### src/rtl/dmem_arbiter.sv
// Two-port data-memory arbiter onto a single-port RAM, with lock and lock-timeout.
// Latency: command same cycle as accept, response one cycle later; ready is combinational per port.
// Build option DMEM_ARB_RR_EN: round-robin on simultaneous requests (default: port 0 wins).
module dmem_arbiter #(
  parameter int ADDR_W = 32,
  parameter int DATA_W = 32
) (
  input  logic                clk,
  input  logic                rst,
  input  logic                req0_valid,
  input  logic                req0_we,
  input  logic [ADDR_W-1:0]   req0_addr,
  input  logic [DATA_W-1:0]   req0_wdata,
  input  logic [DATA_W/8-1:0] req0_wstrb,
  input  logic                req0_lock,
  output logic                req0_ready,
  output logic                rsp0_valid,
  output logic [DATA_W-1:0]   rsp0_rdata,
  input  logic                req1_valid,
  input  logic                req1_we,
  input  logic [ADDR_W-1:0]   req1_addr,
  input  logic [DATA_W-1:0]   req1_wdata,
  input  logic [DATA_W/8-1:0] req1_wstrb,
  input  logic                req1_lock,
  output logic                req1_ready,
  output logic                rsp1_valid,
  output logic [DATA_W-1:0]   rsp1_rdata,
  output logic                mem_en,
  output logic                mem_we,
  output logic [ADDR_W-1:0]   mem_addr,
  output logic [DATA_W-1:0]   mem_wdata,
  output logic [DATA_W/8-1:0] mem_wstrb,
  input  logic [DATA_W-1:0]   mem_rdata
);

  typedef enum logic [1:0] {OPEN, LOCK0, LOCK1} state_t;

  state_t     state;
  logic       last_grant;
  logic [3:0] idle_cnt;
  logic [1:0] rsp_pend;
  logic       rsp_rd;
  logic       gnt0;
  logic       gnt1;

  // Grants are gated by rst so every output is 0 the moment reset asserts.
  always_comb begin
    gnt0 = 1'b0;
    gnt1 = 1'b0;
    if (rst) begin
      case (state)
        LOCK0: gnt0 = req0_valid;
        LOCK1: gnt1 = req1_valid;
        default: begin
          if (req0_valid && req1_valid) begin
`ifdef DMEM_ARB_RR_EN
            gnt0 = last_grant;
            gnt1 = ~last_grant;
`else
            gnt0 = 1'b1;
`endif
          end else begin
            gnt0 = req0_valid;
            gnt1 = req1_valid;
          end
        end
      endcase
    end
  end

  assign req0_ready = gnt0;
  assign req1_ready = gnt1;

  always_comb begin
    mem_en    = gnt0 | gnt1;
    mem_we    = 1'b0;
    mem_addr  = '0;
    mem_wdata = '0;
    mem_wstrb = '0;
    if (gnt0) begin
      mem_we    = req0_we;
      mem_addr  = req0_addr;
      mem_wdata = req0_wdata;
      mem_wstrb = req0_wstrb;
    end else if (gnt1) begin
      mem_we    = req1_we;
      mem_addr  = req1_addr;
      mem_wdata = req1_wdata;
      mem_wstrb = req1_wstrb;
    end
  end

  always_ff @(posedge clk or negedge rst) begin
    if (!rst) begin
      state      <= OPEN;
      last_grant <= 1'b1;
      idle_cnt   <= 4'd0;
      rsp_pend   <= 2'b00;
      rsp_rd     <= 1'b0;
    end else begin
      rsp_pend   <= {gnt1, gnt0};
      rsp_rd     <= mem_en & ~mem_we;
      last_grant <= mem_en ? gnt1 : last_grant;
      if (gnt0) begin
        state    <= req0_lock ? LOCK0 : OPEN;
        idle_cnt <= 4'd0;
      end else if (gnt1) begin
        state    <= req1_lock ? LOCK1 : OPEN;
        idle_cnt <= 4'd0;
      end else if (state != OPEN) begin
        // No grant while locked means the owner is idle; release after 16 such cycles.
        if (idle_cnt == 4'd15) begin
          state    <= OPEN;
          idle_cnt <= 4'd0;
        end else begin
          idle_cnt <= idle_cnt + 4'd1;
        end
      end
    end
  end

  assign rsp0_valid = rsp_pend[0];
  assign rsp1_valid = rsp_pend[1];
  assign rsp0_rdata = (rsp_pend[0] && rsp_rd) ? mem_rdata : '0;
  assign rsp1_rdata = (rsp_pend[1] && rsp_rd) ? mem_rdata : '0;

endmodule

### config.mk
export PLATFORM = sky130hd
export DESIGN_NAME = dmem_arbiter
export DESIGN_NICKNAME = d
export VERILOG_FILES = /design/src/rtl/dmem_arbiter.sv
export SDC_FILE = /design/constraint.sdc
export NUM_CORES = 1
export LEC_CHECK = 0
export ABC_AREA = 1
export BUFFER_PORTS_ARGS = -buffer_cell sky130_fd_sc_hd__clkbuf_2
export CORE_AREA = 5 5 120 122
export CTS_CLUSTER_DIAMETER = 50
export DETAILED_ROUTE_END_ITERATION = 10
export DIE_AREA = 0 0 125 127
export PLACE_DENSITY_LB_ADDON = 0.12
export SYNTH_ARGS = -nofsm -noshare
export SYNTH_HDL_FRONTEND = slang
export SYNTH_SLANG_ARGS = --single-unit
### constraint.sdc
create_clock -name clk -period 2.8 [get_ports clk]
set_input_delay 0.28 -clock clk [delete_from_list [all_inputs] [get_ports clk]]
set_output_delay 0.28 -clock clk [all_outputs]
set_load 0.005 [all_outputs]
==> results.sh <==
export IMPL_outcome="finished clean"
export IMPL_drt_wl_total_mm=11.2
export IMPL_r2r_start="state[0]$_DFFE_PN0P_"
export IMPL_finalHoldViolations=0
export IMPL_hp_class="input port to flop"
export IMPL_ys_warn_count=0
export IMPL_worstPathArrival_ns=2.28
export IMPL_peakVddDrop_mv=0.335
export IMPL_synth_nets=567
export IMPL_combPwrFrac=0.730
export IMPL_clock_power_share=0.143
export IMPL_finalMaxSlewViolations=0
export IMPL_num_antenna_cells=0
export IMPL_period_share=0.916
export IMPL_grt_overflow_total=0
export IMPL_multi_input_area_um2=1290
export IMPL_hp_start="req1_lock"
export IMPL_grt_pass1_vias=3424
export IMPL_dieArea_um2=15900
export IMPL_finalSetupTns_ns=0
export IMPL_final_cell_mix="clkbuf_2 (312), nand2_1 (227), nor2_1 (67)"
export IMPL_switching_power_uw=848
export IMPL_ys_seq_area_frac=0.125
export IMPL_dr_first_iter_drc_count=74
export IMPL_die_h_um=127
export IMPL_grt_max_degree=66
export IMPL_synth_cell_types=20
export IMPL_clkTransAtPathRegs_ns=0.04
export IMPL_cts_root_buf="clkbuf_16"
export IMPL_worst_path_largest_cell_delay_ns=0.52
export IMPL_dp_hpwl_mm=9.99
export IMPL_path_class="input port to output pin"
export IMPL_avgSynthCellArea_um2=4.66
export IMPL_antenna_found_initial=0
export IMPL_p_seq_frac=0.127
export IMPL_required_ns=2.52
export IMPL_worst_setup_path_end_kind="output pin"
export IMPL_h_tree_depth=1
export IMPL_critPathSlowestCell="dlygate4sd3_1"
export IMPL_netlist_area_um2=1800
export IMPL_groute_usage_overall=0.127
export IMPL_syn_instance_count=387
export IMPL_grt_pass1_wl_mm=16.6
export IMPL_crit_chain="dlygate4sd3_1 > buf_2 > nand2_1 > inv_1 > nand3_4 > nor2_8 > buf_12 > nand2_1 > nand2_1 > clkbuf_2"
export IMPL_drt_vias_per_instance=3.83
export IMPL_r2r_slack_ns=0.91
export IMPL_layout_commonest_cell="clkbuf_2"
export IMPL_switching_share=0.483
export IMPL_rsz0062_at_grt="no"
export IMPL_antenna_left=0
export IMPL_wl_per_cell_um=12.9
export IMPL_seqCellArea_um2=225
export IMPL_start_util=0.138
export IMPL_post_cts_repair_setup_buffers=0
export IMPL_clk_path_buf_depth=2
export IMPL_p_leak_uw=0.00263
export IMPL_whs_path_depth=3
export IMPL_tightest_slew_ns=0.328
export IMPL_cpMostUsedCell="nand2_1"
export IMPL_internal_power_uw=908
export IMPL_worstReg2RegEnd="rsp_rd$_DFF_PN0_"
export IMPL_cap_viol_max_count=0
export IMPL_drt_pass1_iter_count=5
export IMPL_cts_tree="yes"
export IMPL_power_density_nw_per_um2=487
export IMPL_crit_fanout=58
export IMPL_relSlewSlack=0.781
export IMPL_yosys_register_bits=9
export IMPL_hold_ws_ns=0.254
export IMPL_insertion_delay_ns=0.23
export IMPL_fmax_ghz=0.390
export IMPL_gp_congestion=0.838
export IMPL_cts_made_buffers=3
export IMPL_holdPathEnd="state[1]$_DFFE_PN0P_"
export IMPL_io_pin_count=314
export IMPL_finalSetupViolCount=0
export IMPL_crit_family="buffers and inverters"
export IMPL_finalCriticalPeriod_ns=2.56
export IMPL_port_buffers=313
export IMPL_syn_to_final_growth_pct=100
export IMPL_drive_above_1_share=0.476
export IMPL_num_fill_cells=1556
export IMPL_nNetsFinal=870
export IMPL_core_area_um2=13100
export IMPL_route_detailed_drc=0
export IMPL_num_vias=3314
export IMPL_worst_r2r_cell_count=9
export IMPL_clock_skew_ns=0.00433
export IMPL_die_w_um=125
export IMPL_clkSinkCount=9
export IMPL_num_rows=42
export IMPL_startpoint_type="input port"
export IMPL_path_buf_inv=5
[registers in the layout, summed over array words and instances, names as in the netlist]
signal and cells:
rsp_rd 1, rsp_pend 2, state 2, idle_cnt 4
[final cells by class]
type                    count  share of cell area
flip-flops and latches      9              0.0624
multi-input cells         314               0.357
repair buffers            318               0.452
clock buffers               4              0.0219
inverters                  44              0.0458
well taps                 176              0.0610
[power by group through the flow]
stage | registers, µW | logic, µW | clock network (µW)
after floorplan | 215 | 720 | 0
after global placement | 221 | 1330 | 0
after detailed placement | 223 | 1320 | 0
after CTS | 222 | 1330 | 256
after global routing | 230 | 1480 | 263
final | 222 | 1280 | 252
[tightest hold or removal path: stages]
cell      delay [ns]
clkbuf_2        0.08
nand2_1         0.05
nand2_1         0.05
[how the worst max path moves through the flow]
stage          slack [ns]  cells past startpoint            to                  from
3_5_place_dp         0.59                     10   mem_addr[8]  state[0]$_DFFE_PN0P_
5_1_grt              0.01                     10  mem_wdata[1]                   rst
3_3_place_gp         0.63                     10  mem_addr[15]  state[0]$_DFFE_PN0P_
6_report             0.24                     10   mem_addr[8]                   rst
4_1_cts              0.17                     10   mem_addr[8]                   rst
2_1_floorplan        1.13                      8  mem_addr[22]  state[0]$_DFFE_PN0P_
[kinds of logic after synthesis]
family | count (synthesis) | synth area share
AOI/OAI and AO/OA | 1 | 0.00278
adders and majority gates | 4 | 0.0278
xor gates and xnor gates | 1 | 0.00486
DFF | 9 | 0.125
buffers and inverters | 64 | 0.161
and+or+nand+nor | 308 | 0.678
[repair_timing]
item	4_1_cts	5_1_grt
gates resized for setup	0	1
hold buffers	1	0
hold endpoints to repair	9	0
setup endpoints to repair	0	3
[layer usage]
metal,vias up,track usage,wire length [µm]
met1,1392,0.122,3700
met2,198,0.255,5990
met3,8,0.0551,1410
li1,1716,-,-
met4,0,0.0153,92
met5,-,0,0
[cell usage after synthesis]
cell type | instances | area [µm²]
nand4_1 | 1 | 6.26
buf_4 | 3 | 22.5
inv_1 | 43 | 161
buf_6 | 4 | 45.0
dfrtp_1 | 9 | 225
nand3_2 | 1 | 10.0
nand2_2 | 1 | 6.26
a21oi_1 | 1 | 5.00
nand2_1 | 227 | 852
nand2_4 | 2 | 22.5
xor2_1 | 1 | 8.76
buf_2 | 7 | 35.0
clkbuf_1 | 6 | 22.5
nor2_1 | 67 | 251
nor2_8 | 1 | 20.0
nor2_2 | 1 | 6.26
nand3_4 | 1 | 17.5
nand3_1 | 6 | 30.0
ha_1 | 4 | 50.1
inv_2 | 1 | 3.75
[metrics by stage]
step | setup WS, ns | total power (µW) | instance area (µm²) | cells | utilization
6_report | 0.236 | 1760 | 3610 | 865 | 0.276
3_3_place_gp | 0.635 | 1550 | 3520 | 860 | 0.269
4_1_cts | 0.172 | 1800 | 3610 | 865 | 0.276
2_1_floorplan | 1.13 | 934 | 1800 | 387 | -
5_1_grt | 0.0143 | 1970 | 3610 | 865 | 0.276
3_5_place_dp | 0.590 | 1540 | 3520 | 860 | 0.269
(Power assumes the default switching activity.)
